$ cat src/rtl/consec_scan_sched.sv
// consec_scan_sched
// Round-robin scan controller for the consecutive-ones detector datapath.
// A session is launched with start: the enable mask is latched and the
// channel select walks the enabled lanes one per cycle for ROUNDS full rounds.
// Each sample updates that channel's run counter and sticky hit flag.
//
// Ports
//   CLK          rising-edge clock
//   RST          asynchronous reset, active high
//   inputvals    one data bit per channel
//   en_mask      channel enable mask, latched on an accepted start
//   start        begin a session (IDLE only)
//   abort        end the session early, without a done pulse (SCAN only)
//   clear        zero hit flags and run counters (IDLE only)
//   SEL          current channel select
//   samp_bit     combinational inputvals[SEL]
//   final_sr_out last four sampled bits, newest in bit 0
//   hit          sticky per-channel threshold flags
//   consec4      registered OR of hit
//   busy         high while scanning
//   done         one-cycle pulse at normal session end
module consec_scan_sched #(
    parameter int THRESH = 4,
    parameter int CNTW   = 3,
    parameter int ROUNDS = 8
) (
    input  logic       CLK,
    input  logic       RST,
    input  logic [3:0] inputvals,
    input  logic [3:0] en_mask,
    input  logic       start,
    input  logic       abort,
    input  logic       clear,
    output logic [1:0] SEL,
    output logic       samp_bit,
    output logic [3:0] final_sr_out,
    output logic [3:0] hit,
    output logic       consec4,
    output logic       busy,
    output logic       done
);

    typedef enum logic [1:0] {
        IDLE = 2'd0,
        SCAN = 2'd1,
        DONE = 2'd2
    } state_t;

    localparam logic [CNTW-1:0] CNT_MAX = {CNTW{1'b1}};
    localparam logic [CNTW-1:0] CNT_HIT = CNTW'(THRESH - 1);
    localparam logic [7:0]      ROUNDS_L = 8'(ROUNDS);

    state_t                   state_q, state_d;
    logic [1:0]               sel_q, sel_d;
    logic [3:0]               mask_q, mask_d;
    logic [3:0]               sr_q, sr_d;
    logic [3:0]               hit_q, hit_d;
    logic                     consec4_q, consec4_d;
    logic [3:0][CNTW-1:0]     cnt_q, cnt_d;
    logic [7:0]               round_q, round_d;

    // Lowest set bit of a mask; returns 0 for an empty mask.
    function automatic logic [1:0] lowest_chan(input logic [3:0] m);
        logic [1:0] r;
        r = 2'd0;
        for (int i = 3; i >= 0; i--) begin
            if (m[i]) r = 2'(i);
        end
        return r;
    endfunction

    // Highest set bit of a mask; the round ends when this channel is sampled.
    function automatic logic [1:0] highest_chan(input logic [3:0] m);
        logic [1:0] r;
        r = 2'd0;
        for (int i = 0; i < 4; i++) begin
            if (m[i]) r = 2'(i);
        end
        return r;
    endfunction

    // Searching upward modulo 4 gives "next above, else wrap to lowest";
    // a single-channel mask finds nothing and the select holds.
    function automatic logic [1:0] next_chan(input logic [3:0] m, input logic [1:0] cur);
        logic [1:0] r;
        logic [1:0] c;
        logic       found;
        r     = cur;
        found = 1'b0;
        for (int i = 1; i < 4; i++) begin
            c = cur + 2'(i);
            if (!found && m[c]) begin
                r     = c;
                found = 1'b1;
            end
        end
        return r;
    endfunction

    assign samp_bit = inputvals[sel_q];

    always_comb begin
        state_d   = state_q;
        sel_d     = sel_q;
        mask_d    = mask_q;
        sr_d      = sr_q;
        hit_d     = hit_q;
        cnt_d     = cnt_q;
        round_d   = round_q;
        consec4_d = |hit_q;

        case (state_q)
            IDLE: begin
                // clear is applied first so a simultaneous start begins from zero.
                if (clear) begin
                    cnt_d = '0;
                    hit_d = '0;
                end
                if (start) begin
                    if (en_mask != 4'd0) begin
                        mask_d  = en_mask;
                        sel_d   = lowest_chan(en_mask);
                        round_d = 8'd0;
                        state_d = SCAN;
                    end else begin
                        state_d = DONE;
                    end
                end
            end

            SCAN: begin
                sr_d = {sr_q[2:0], samp_bit};
                if (samp_bit) begin
                    if (cnt_q[sel_q] != CNT_MAX) cnt_d[sel_q] = cnt_q[sel_q] + 1'b1;
                    if (cnt_q[sel_q] == CNT_HIT) hit_d[sel_q] = 1'b1;
                end else begin
                    cnt_d[sel_q] = '0;
                end

                sel_d = next_chan(mask_q, sel_q);

                if (sel_q == highest_chan(mask_q)) begin
                    round_d = round_q + 8'd1;
                    if (round_d == ROUNDS_L) state_d = DONE;
                end

                // Abort wins over a session that would otherwise finish now.
                if (abort) state_d = IDLE;
            end

            DONE: begin
                state_d = IDLE;
            end

            default: begin
                state_d = IDLE;
            end
        endcase
    end

    always_ff @(posedge CLK or posedge RST) begin
        if (RST) begin
            state_q   <= IDLE;
            sel_q     <= 2'd0;
            mask_q    <= 4'd0;
            sr_q      <= 4'd0;
            hit_q     <= 4'd0;
            consec4_q <= 1'b0;
            cnt_q     <= '0;
            round_q   <= 8'd0;
        end else begin
            state_q   <= state_d;
            sel_q     <= sel_d;
            mask_q    <= mask_d;
            sr_q      <= sr_d;
            hit_q     <= hit_d;
            consec4_q <= consec4_d;
            cnt_q     <= cnt_d;
            round_q   <= round_d;
        end
    end

    assign SEL          = sel_q;
    assign final_sr_out = sr_q;
    assign hit          = hit_q;
    assign consec4      = consec4_q;
    assign busy         = (state_q == SCAN);
    assign done         = (state_q == DONE);

endmodule

$ cat config.mk
export PLATFORM = sky130hd
export DESIGN_NAME = consec_scan_sched
export DESIGN_NICKNAME = d
export VERILOG_FILES = /design/src/rtl/consec_scan_sched.sv
export SDC_FILE = /design/constraint.sdc
export NUM_CORES = 1
export LEC_CHECK = 0
export BUFFER_PORTS_ARGS = -buffer_cell sky130_fd_sc_hd__buf_2
export CAP_MARGIN = 20
export CORE_AREA = 2 2 60 74
export CTS_CLUSTER_DIAMETER = 150
export DETAILED_ROUTE_END_ITERATION = 16
export DIE_AREA = 0 0 62 76
export HOLD_SLACK_MARGIN = 0.12
export PLACE_DENSITY = 0.73
export SKIP_CTS_REPAIR_TIMING = 1
export SLEW_MARGIN = 0
export SYNTH_ARGS = -nofsm -noshare
export SYNTH_HDL_FRONTEND = slang
export SYNTH_SLANG_ARGS = --single-unit
$ cat constraint.sdc
create_clock -name CLK -period 3.25 [get_ports CLK]
set_input_delay 0.325 -clock CLK [delete_from_list [all_inputs] [get_ports CLK]]
set_output_delay 0.325 -clock CLK [all_outputs]
set_load 0.01 [all_outputs]
### Yosys cells after proc, flatten, opt, wreduce, memory -nomap -nowiden

Cells that the tools add are included.

| storage, ports and cells | value |
|---|---|
| memory bits (read-only) | 0 |
| input bits | 13 |
| memory bits (writable) | 0 |
| logic and storage cells | 106 |
| memories kept | 0 |
| bits in latches | 0 |
| output and inout port bits | 14 |
| register bits | 37 |

| operators by class | value |
|---|---|
| eq/ne operators | 16 |
| multipliers | 0 |
| multiplexer cells | 51 |
| $add $sub $neg | 5 |
| $lt $le $gt $ge | 5 |
| reduce and logical (&&, ||, !) cells | 15 |
| divide/modulo/power cells | 0 |
| shift operators | 0 |
| bitwise gates (word level) | 3 |

Operators by type and width:

| cell | count |
|---|---|
| $mux W12 | 3 |
| $mux W2 | 17 |
| $mux W8 | 3 |
| $pmux W12 S2 | 1 |
| $pmux W8 S2 | 1 |
| $and A12 B12 Y12 | 1 |
| $bwmux W12 | 1 |
| $lt A2 B3 Y1 const B | 4 |
| $mux W4 | 3 |
| $not A12 Y12 | 1 |
| $reduce_and A4 Y1 | 3 |
| $mux W1 | 10 |
| $ne A3 B2 Y1 const B | 3 |
| $reduce_and A3 Y1 | 3 |
| $add A8 B1 Y8 const B | 1 |
| $bmux W1 S2 | 4 |
| $eq A8 B4 Y1 const B | 1 |
| $ne A2 B2 Y1 const B | 4 |
| $pmux W2 S2 | 2 |
| $pmux W4 S2 | 1 |
| $bmux W3 S2 | 1 |
| $demux W3 S2 | 1 |
| $mux W3 | 2 |
| $add A2 B2 Y2 const B | 2 |
| other kinds (18) | 22 |

### Logic depth before layout (Yosys ltp)

Gate-level depths: netlist (run 1).

| logic depth | value |
|---|---|
| word-level depth | 13 |
| gate-level depth with buffers | 10 |
| gate-level depth less buffers | 7 |

### Worst setup path after synthesis (run 1)

OpenSTA, ideal clock, no wires.

| path | value |
|---|---|
| path type | register -> register |
| from | register sel_q[0], in the netlist SEL[0] |
| to | register cnt_q[3] (netlist bit) |
| path buffers | 2 |
| required time | 3.128 ns |
| stages on the path, launching flop included | 9 |
| period minus slack after synthesis | 2.408 ns |
| setup slack | 0.842 ns |
| library setup time | 0.122 ns |
| arrival time | 2.286 ns |
| path through | dfrtp_1 -> buf_6 -> buf_2 -> mux4_2 -> ha_1 -> ha_1 -> a21oi_4 -> nand2_1 -> a32o_1 |

| on the way | value |
|---|---|
| cells in the longest elaborated chain, start to end | 8 |
| elaborated cells between the ends (all ways) | 19 |
| classes of those cells | add/sub (1); order compare (2); eq/ne (2); mux (10); bitwise (2); reduce/logical (2) |

Ends and longest elaborated chain:

| item | line | text |
|---|---|---|
| start: declaration | 54 | `logic [1:0] sel_q, sel_d;` |
| start signal: assignment | 173 | `sel_q <= sel_d;` |
| $lt A2 B3 Y1 (implied by the code) / $ge A2 B1 Y1 (equally long branches) | 134, 137 |  |
| $logic_and A1 B1 Y1 (implied by the code) | 134, 137 |  |
| $mux W3 (implied by the code) | 134, 137 |  |
| $demux W3 S2 | 134, 137 |  |
| $bwmux W12 / $not A12 Y12 (equally long branches) | - |  |
| $mux W12 / $and A12 B12 Y12 (equally long branches) | - |  |
| $mux W12 | 133 | `if (samp_bit) begin` |
| $pmux W12 S2 | 112 | `case (state_q)` |
| end signal: assignment | 178 | `cnt_q <= cnt_d;` |
| end: declaration | 59 | `logic [3:0][CNTW-1:0] cnt_q, cnt_d;` |

Several ways; a longest one is shown, not always the timed one. The select of a mux whose other input is x is not followed.
A chain may end at the register's enable or synchronous reset.

### Worst setup path in the final report (run 1)

| path | value |
|---|---|
| from | register sel_q[0], in the netlist SEL[0] |
| to | register cnt_q[6] (netlist bit) |

Same word-level chain as after synthesis.

==> metrics.md, run 1 <==
| Metric | Value |
|---|---|
| Fmax | 421 MHz |
| Synth Register Bits | 37 |
| Gr usage total | 22.0% |
| CP Capture Type | register |
| Leakage power | 0.00119 uW |
| Initial Util | 52.5% |
| Top Ports | 27 |
| Port Buffers | 26 |
| Residual DRC | 0 |
| Post-synth top area share | 43.4% |
| Setup TNS | 0 ns |
| Slew Limit Fails | 0 |
| Clock transition at path regs | 0.07 ns |
| Min cycle time layout | 2.37 ns |
| Relative slew slack | 51.8% |
| Share of layout cells above drive strength 1 | 18.9% |
| Hold Violations, Final | 0 |
| Largest net degree at the start of global routing | 38 |
| WL/cell | 15.1 um |
| # placed instances | 292 |
| Crit Path Class | reg2reg |
| Worst path bufs/invs | 0 |
| Maximum fanout along the worst path | 8 |
| Most frequent cells after synthesis | dfrtp_1, nand2_1, o21ai_0 |
| Worst-margin pin slew | 0.719 ns |
| Reg-to-Reg End | cnt_q[6] |
| Worst reg-to-reg setup slack | 0.88 ns |
| Area growth syn-to-layout | 12.5% |
| Antenna cell count | 0 |
| Worst EP required | 3.43 ns |
| Peak VDD IR | 0.408 mV |
| Startpoint types | register |
| Max incr delay on CP | 0.62 ns |
| Synth area leaders | dfrtp_1, nand2_1, ha_1, mux4_2, a22o_1 |
| Final setup violation count | 0 |
| Sink Count | 37 |
| Most used cell, CP | ha_1 |
| Final core utilization | 59.0% |
| Tcrit/Tclk final | 73.0% |
| Crit Reg-Reg Startpoint | SEL[0] |
| H-Tree Depth | 2 |
| Via count | 1716 |
| DP Area | 0.00230 mm^2 |
| Most common cell in the synthesized netlist | dfrtp_1 |
| Final net count | 265 |
| CTS tree | built |
| Area used by multi-input combinational logic | 0.00112 mm^2 |
| Core Region | 0.00407 mm^2 |
| Layout filler cell count | 361 |
| Die Ht | 76 um |
| Clock Skew | 0.00479 ns |
| Register area | 926 um^2 |
| Delay-heaviest family, CP | multiplexers |
| Post-DRT Antenna Nets | 0 |
| Post-synthesis sequential area ratio | 43.4% |
| Die area | 0.00471 mm^2 |
| Design Area, Final | 0.00240 mm^2 |
| CP Cell Sequence | mux4_1, ha_1, ha_1, a21oi_4, nand2_1, a32o_1 |
| Pwr per Cell Area | 710 mW/mm^2 |
| Root buffer cell | clkbuf_8 |
| Initial antenna violation count | 0 |
| Hold/Removal Path Class | in2async |
| Syn Area/Cell | 9.79 um^2 |
| Synth Cell Area | 0.00213 mm^2 |
| Yosys warns | 0 |
| Synth area leader | dfrtp_1 |
| Worst-skew pair later-pin latency | 0.29 ns |
| Post-synth EDFFs | 0 |
| Vias per cell | 5.72 |
| First-pass GRT wire length | 7850 um |
| HPWL after DPL | 3240 um |
| Max_cap viols | 0 |
| Cell row count | 26 |
| Reg2Reg Depth | 6 |
| RePlAce Congestion | 0.850 |
| DR iter-0 viols | 88 |
| Remaining Overflow, GRT | 0 |
| Syn Inst Count | 218 |
| Num CTS Buffers | 5 |
| Worst EP arrival | 2.55 ns |
| Total routed wirelength | 4520 um |
| Clock Path Buffers | 2 |
| Die X | 62 um |
| Synthesized Nets | 240 |
| Router iterations before antenna repair | 4 |
| RSZ-0062 raised after global routing | no |
| Slowest-stage cell, CP | mux4_1 |
| Top FF cell, synth | dfrtp_1 |
| Unique cell type count in the Yosys netlist | 46 |
| Vias in the first global route | 1683 |
| Fin cells | 300 |
| Status | completed |
| Async S/R FF share, synth | 100% |
-- cell usage in the layout, fill, tap and decap left out, types with 2 or more instances in the layout --
cell type  instances
nand3_1           10
a21o_1             3
ha_1               9
a22o_1            10
mux2_2             2
o21ai_0           11
a32o_1             7
inv_1              9
a21oi_1            9
xor2_1             4
nor2_1             9
nor3_1             4
nand2b_1           9
mux4_2             4
nand2_1           35
and2_1             2
mux2i_1            3
buf_4              3
dfrtp_1           37
buf_2             26
and3_1             4
a31oi_1            2
clkbuf_8           7
o31ai_1            2
nor4_1             3
-- report_power, final --
part	total, uW	internal, uW	switching [uW]
Clock	357	192	165
Combinational	689	301	388
Sequential	658	550	108
-- state kept, by name, summed over array words and instances (netlist names) --
signal	count
cnt_q	12
round_q	8
SEL	2
hit	4
consec4	1
final_sr_out	4
mask_q	4
state_q	2
-- area by class of cell --
class | count | share of cell area [%]
sequential | 37 | 38.6
timing repair buffer | 29 | 6.36
clock buffer | 7 | 4.01
clock inverter | 1 | 0.208
inverter | 9 | 1.41
tap | 56 | 2.92
multi-input combinational | 161 | 46.5
-- stage by stage --
step / total power, uW / hold slack, ns / setup WS [ns]
finish: 1700 / 0.135 / 0.877
global route: 1840 / 0.198 / 0.682
CTS: 1710 / 0.151 / 0.894
detailed placement: 1350 / 0.464 / 0.910
global placement: 1340 / 0.457 / 0.939
floorplan: 1190 / 0.430 / 0.842
-- per-layer routing --
layer / vias to the layer above / GRT usage [%] / wire, um
met5: - / 0 / 0
met4: 0 / 9.79 / 104
met3: 9 / 4.24 / 209
met2: 47 / 33.4 / 2240
met1: 814 / 29.9 / 1970
li1: 846 / - / -
-- tightest hold or removal path, delay by kind of cell --
family	cells	cell delay (ns)
buffers and inverters	3	0.54
-- how the worst max path moves through the flow --
stage | from | cells after the start | end | slack, ns
2_1_floorplan | SEL[0] | 8 | cnt_q[3] | 0.84
4_1_cts | SEL[0] | 6 | cnt_q[6] | 0.89
3_3_place_gp | SEL[0] | 6 | cnt_q[7] | 0.94
6_report | SEL[0] | 6 | cnt_q[6] | 0.88
3_5_place_dp | SEL[0] | 6 | cnt_q[6] | 0.91
5_1_grt | SEL[0] | 6 | round_q[3] | 0.68
-- logic make-up after synthesis --
kind of cell    count (synthesis)  synth area share [%]
simple gates                   83                  18.6
mux                            10                  7.91
flops                          37                  43.4
compound gates                 54                  18.5
buf+inv                        20                  4.28
xor+xnor                        5                  2.05
fa+ha+maj                       9                  5.28
No activity file was read; power rests on OpenSTA's default activity.
==> run 2, diff against run 1 <==
--- a/config.mk
+++ b/config.mk
@@ -5,14 +5,15 @@
 export SDC_FILE = /design/constraint.sdc
 export NUM_CORES = 1
 export LEC_CHECK = 0
+export ABC_AREA = 1
 export BUFFER_PORTS_ARGS = -buffer_cell sky130_fd_sc_hd__buf_2
 export CAP_MARGIN = 20
-export CORE_AREA = 2 2 60 74
+export CORE_AREA = 2 2 67 82
 export CTS_CLUSTER_DIAMETER = 150
 export DETAILED_ROUTE_END_ITERATION = 16
-export DIE_AREA = 0 0 62 76
+export DIE_AREA = 0 0 69 84
 export HOLD_SLACK_MARGIN = 0.12
-export PLACE_DENSITY = 0.73
+export PLACE_DENSITY = 0.72
 export SKIP_CTS_REPAIR_TIMING = 1
 export SLEW_MARGIN = 0
 export SYNTH_ARGS = -nofsm -noshare
==> constraint.sdc (replaced) <==
create_clock -name CLK -period 2.45 [get_ports CLK]
set_input_delay 0.245 -clock CLK [delete_from_list [all_inputs] [get_ports CLK]]
set_output_delay 0.245 -clock CLK [all_outputs]
set_load 0.01 [all_outputs]
==> run 2 against run 1 <==
Net effect: wire length increased by 33%; via count rose by 47%; clock power increased by 19%; first-iteration DRC count is 120% higher; sequential power rose by 60%; core utilization shrank 1.7 points; register-to-register slack got worse by 0.54 ns; flip-flop and latch count is the same; die area increased by 23%; critical path type unchanged; critical endpoint is now cnt_q[5].
==> metrics.md, run 2 <==
| Metric | Value |
|---|---|
| Synth area leaders | dfrtp_1, nand2_1, nand3_1, nor2_1, inv_1 |
| Port Buffers | 26 (unchanged) |
| Hold Violations, Final | 0 (unchanged) |
| Total routed wirelength | 6030 um (+33%) |
| Worst EP required | 2.64 ns (-0.79 ns) |
| Largest regs | cnt_q x12, round_q x8 |
| Largest net degree at the start of global routing | 38 (unchanged) |
| Slowest-stage cell, CP | dfrtp_2 |
| Startpoint types | register |
| Leakage power | 0.00161 uW (+35%) |
| Initial antenna violation count | 0 (unchanged) |
| DR iter-0 viols | 192 (+120%) |
| RePlAce Congestion | 0.897 (+5.6%) |
| Status | completed |
| Syn Area/Cell | 6.72 um^2 (-31%) |
| Yosys warns | 0 (unchanged) |
| Pwr per Cell Area | 1230 mW/mm^2 (+73%) |
| Layout filler cell count | 534 (+48%) |
| First-pass GRT wire length | 10900 um (+39%) |
| Root buffer cell | clkbuf_8 |
| Post-synthesis sequential area ratio | 34.9% (-8.5 points) |
| Via count | 2528 (+47%) |
| Worst-margin pin slew | 0.504 ns (-0.215 ns) |
| Area growth syn-to-layout | 9.76% |
| Fmax | 474 MHz (+13%) |
| Share of layout cells above drive strength 1 | 16.7% (-2.2 points) |
| Gr usage total | 23.0% (+0.93 points) |
| Fin cells | 488 (+63%) |
| Synth Cell Area | 0.00265 mm^2 (+24%) |
| Largest Register | cnt_q |
| Post-DRT Antenna Nets | 0 (unchanged) |
| Final core utilization | 57.3% (-1.7 points) |
| Crit Path Class | reg2reg |
| Worst-skew pair later-pin latency | 0.30 ns (about the same) |
| Peak VDD IR | 0.479 mV (+17%) |
| Vias per cell | 5.18 (-9.4%) |
| Cell row count | 29 (+12%) |
| CP Capture Type | register |
| Residual DRC | 0 (unchanged) |
| CP Cell Sequence | inv_8, nand2_1, nand3_1, nand2_1, inv_1, ha_1, ha_1, nor2_1, o21ai_0, nor2_1, nand2_1, nand2_1 |
| Die Ht | 84 um (+11%) |
| Setup TNS | 0 ns (unchanged) |
| Maximum fanout along the worst path | 16 (+8) |
| Worst path bufs/invs | 2 (+2) |
| Delay-heaviest family, CP | adder cells |
| Min cycle time layout | 2.11 ns (-0.264 ns) |
| Die area | 0.00580 mm^2 (+23%) |
| Most used cell, CP | nand2_1 |
| Unique cell type count in the Yosys netlist | 29 (-37%) |
| Synth Register Bits | 37 (unchanged) |
| Clock Skew | 0.00443 ns (-0.000361 ns) |
| Most frequent cells in the layout | nand2_1, dfrtp_1, nor2_1 |
| Most frequent cells after synthesis | nand2_1, dfrtp_1, nor2_1 |
| Final setup violation count | 0 (unchanged) |
| Clock transition at path regs | 0.07 ns (about the same) |
| Top Ports | 27 (unchanged) |
| Die X | 69 um (+11%) |
| Largest register FFs | 12 (unchanged) |
| Synthesized Nets | 417 (+74%) |
| Vias in the first global route | 2423 (+44%) |
| Post-synth top area share | 34.9% (-8.5 points) |
| Max_cap viols | 0 (unchanged) |
| # placed instances | 479 (+64%) |
| Remaining Overflow, GRT | 0 (unchanged) |
| Antenna cell count | 0 (unchanged) |
| Top FF cell, synth | dfrtp_1 |
| Async S/R FF share, synth | 100% (unchanged) |
| Tcrit/Tclk final | 86.1% (+13 points) |
| CTS tree | built |
| RSZ-0062 raised after global routing | no |
| Worst EP arrival | 2.30 ns (-0.25 ns) |
| Initial Util | 52.2% (-0.25 points) |
| Max incr delay on CP | 0.55 ns (-0.07 ns) |
| HPWL after DPL | 4500 um (+39%) |
| WL/cell | 12.4 um (-18%) |
| Hold/Removal Path Class | in2reg |
| H-Tree Depth | 2 (unchanged) |
| Sink Count | 37 (unchanged) |
| Slew Limit Fails | 0 (unchanged) |
| Num CTS Buffers | 5 (unchanged) |
| Clock Path Buffers | 2 (unchanged) |
| Relative slew slack | 66.2% (+14 points) |
| Router iterations before antenna repair | 4 (unchanged) |
| Core Region | 0.00508 mm^2 (+25%) |
| Final net count | 447 (+69%) |
| Synth area leader | dfrtp_1 |
| Tot Pwr | 3570 uW (+110%) |
| Post-synth EDFFs | 0 (unchanged) |
| Commonest non-fill, non-tap cell in the layout | nand2_1 |
| Syn Inst Count | 395 (+81%) |
| Most common cell in the synthesized netlist | nand2_1 |
[run 2: worst paths after layout]
check                                startpoint         endpoint  slack (ns)  cells after the start
worst max-delay path                     SEL[0]         cnt_q[5]        0.34                     12
worst min-delay path                 en_mask[2]        mask_q[2]        0.23                      3
worst max register to register           SEL[0]         cnt_q[5]        0.34                     12
worst min register to register  final_sr_out[3]  final_sr_out[3]        0.47                      2
max in group asynchronous                   RST           SEL[0]        1.49                      4
min in group asynchronous                   RST  final_sr_out[2]        0.59                      4
[run 2: cells by family (layout without fill, tap and decap cells)]
logic type	after synthesis	count (layout)	synth area share, %
compound gates	32	32	6.55
flops	37	37	34.9
buf+inv	51	82	9.38
simple gates	265	265	44.6
fa+ha+maj	9	9	4.24
xor+xnor	1	1	0.330
[run 2: area by class of cell]
type	count	area, um^2	area share (%)
Clock buffer	6	72.6	2.49
Clock inverter	2	10.0	0.344
Inverter	43	176	6.06
Multi-Input combinational cell	307	1480	50.8
Sequential cell	37	927	31.8
Tap cell	62	77.6	2.66
Timing Repair Buffer	31	170	5.84
[run 2: layer usage]
metal	share of wire (%)	GRT usage [%]	wire length, um
met4	1.3	8.56	80
met2	51	39.2	3050
met3	4.4	4.47	268
met1	44	28.6	2630
met5	0	0	0
[run 2: worst register-to-register path: stages (launching register included)]
cell     delay (ns)
dfrtp_2        0.55
inv_8          0.09
nand2_1        0.08
nand3_1        0.06
nand2_1        0.15
inv_1          0.07
ha_1           0.21
ha_1           0.36
nor2_1         0.07
o21ai_0        0.18
nor2_1         0.06
nand2_1        0.08
nand2_1        0.05
[run 2: power breakdown]
group / internal (uW) / switching [uW] / total (uW) / leakage [uW]
clock: 197 / 226 / 424 / 0.0000450
combinational: 705 / 1390 / 2100 / 0.00107
sequential: 809 / 245 / 1050 / 0.000491
total: 1710 / 1860 / 3570 / 0.00161
[run 2: per-stage QoR]
step	instance area (um^2)	setup slack, ns	hold slack, ns
CTS	2900	0.173	0.0657
finish	2910	0.341	0.235
detailed placement	2820	0.196	0.389
global placement	2820	0.314	0.382
global route	2910	0.167	0.244
floorplan	2650	0.439	0.404
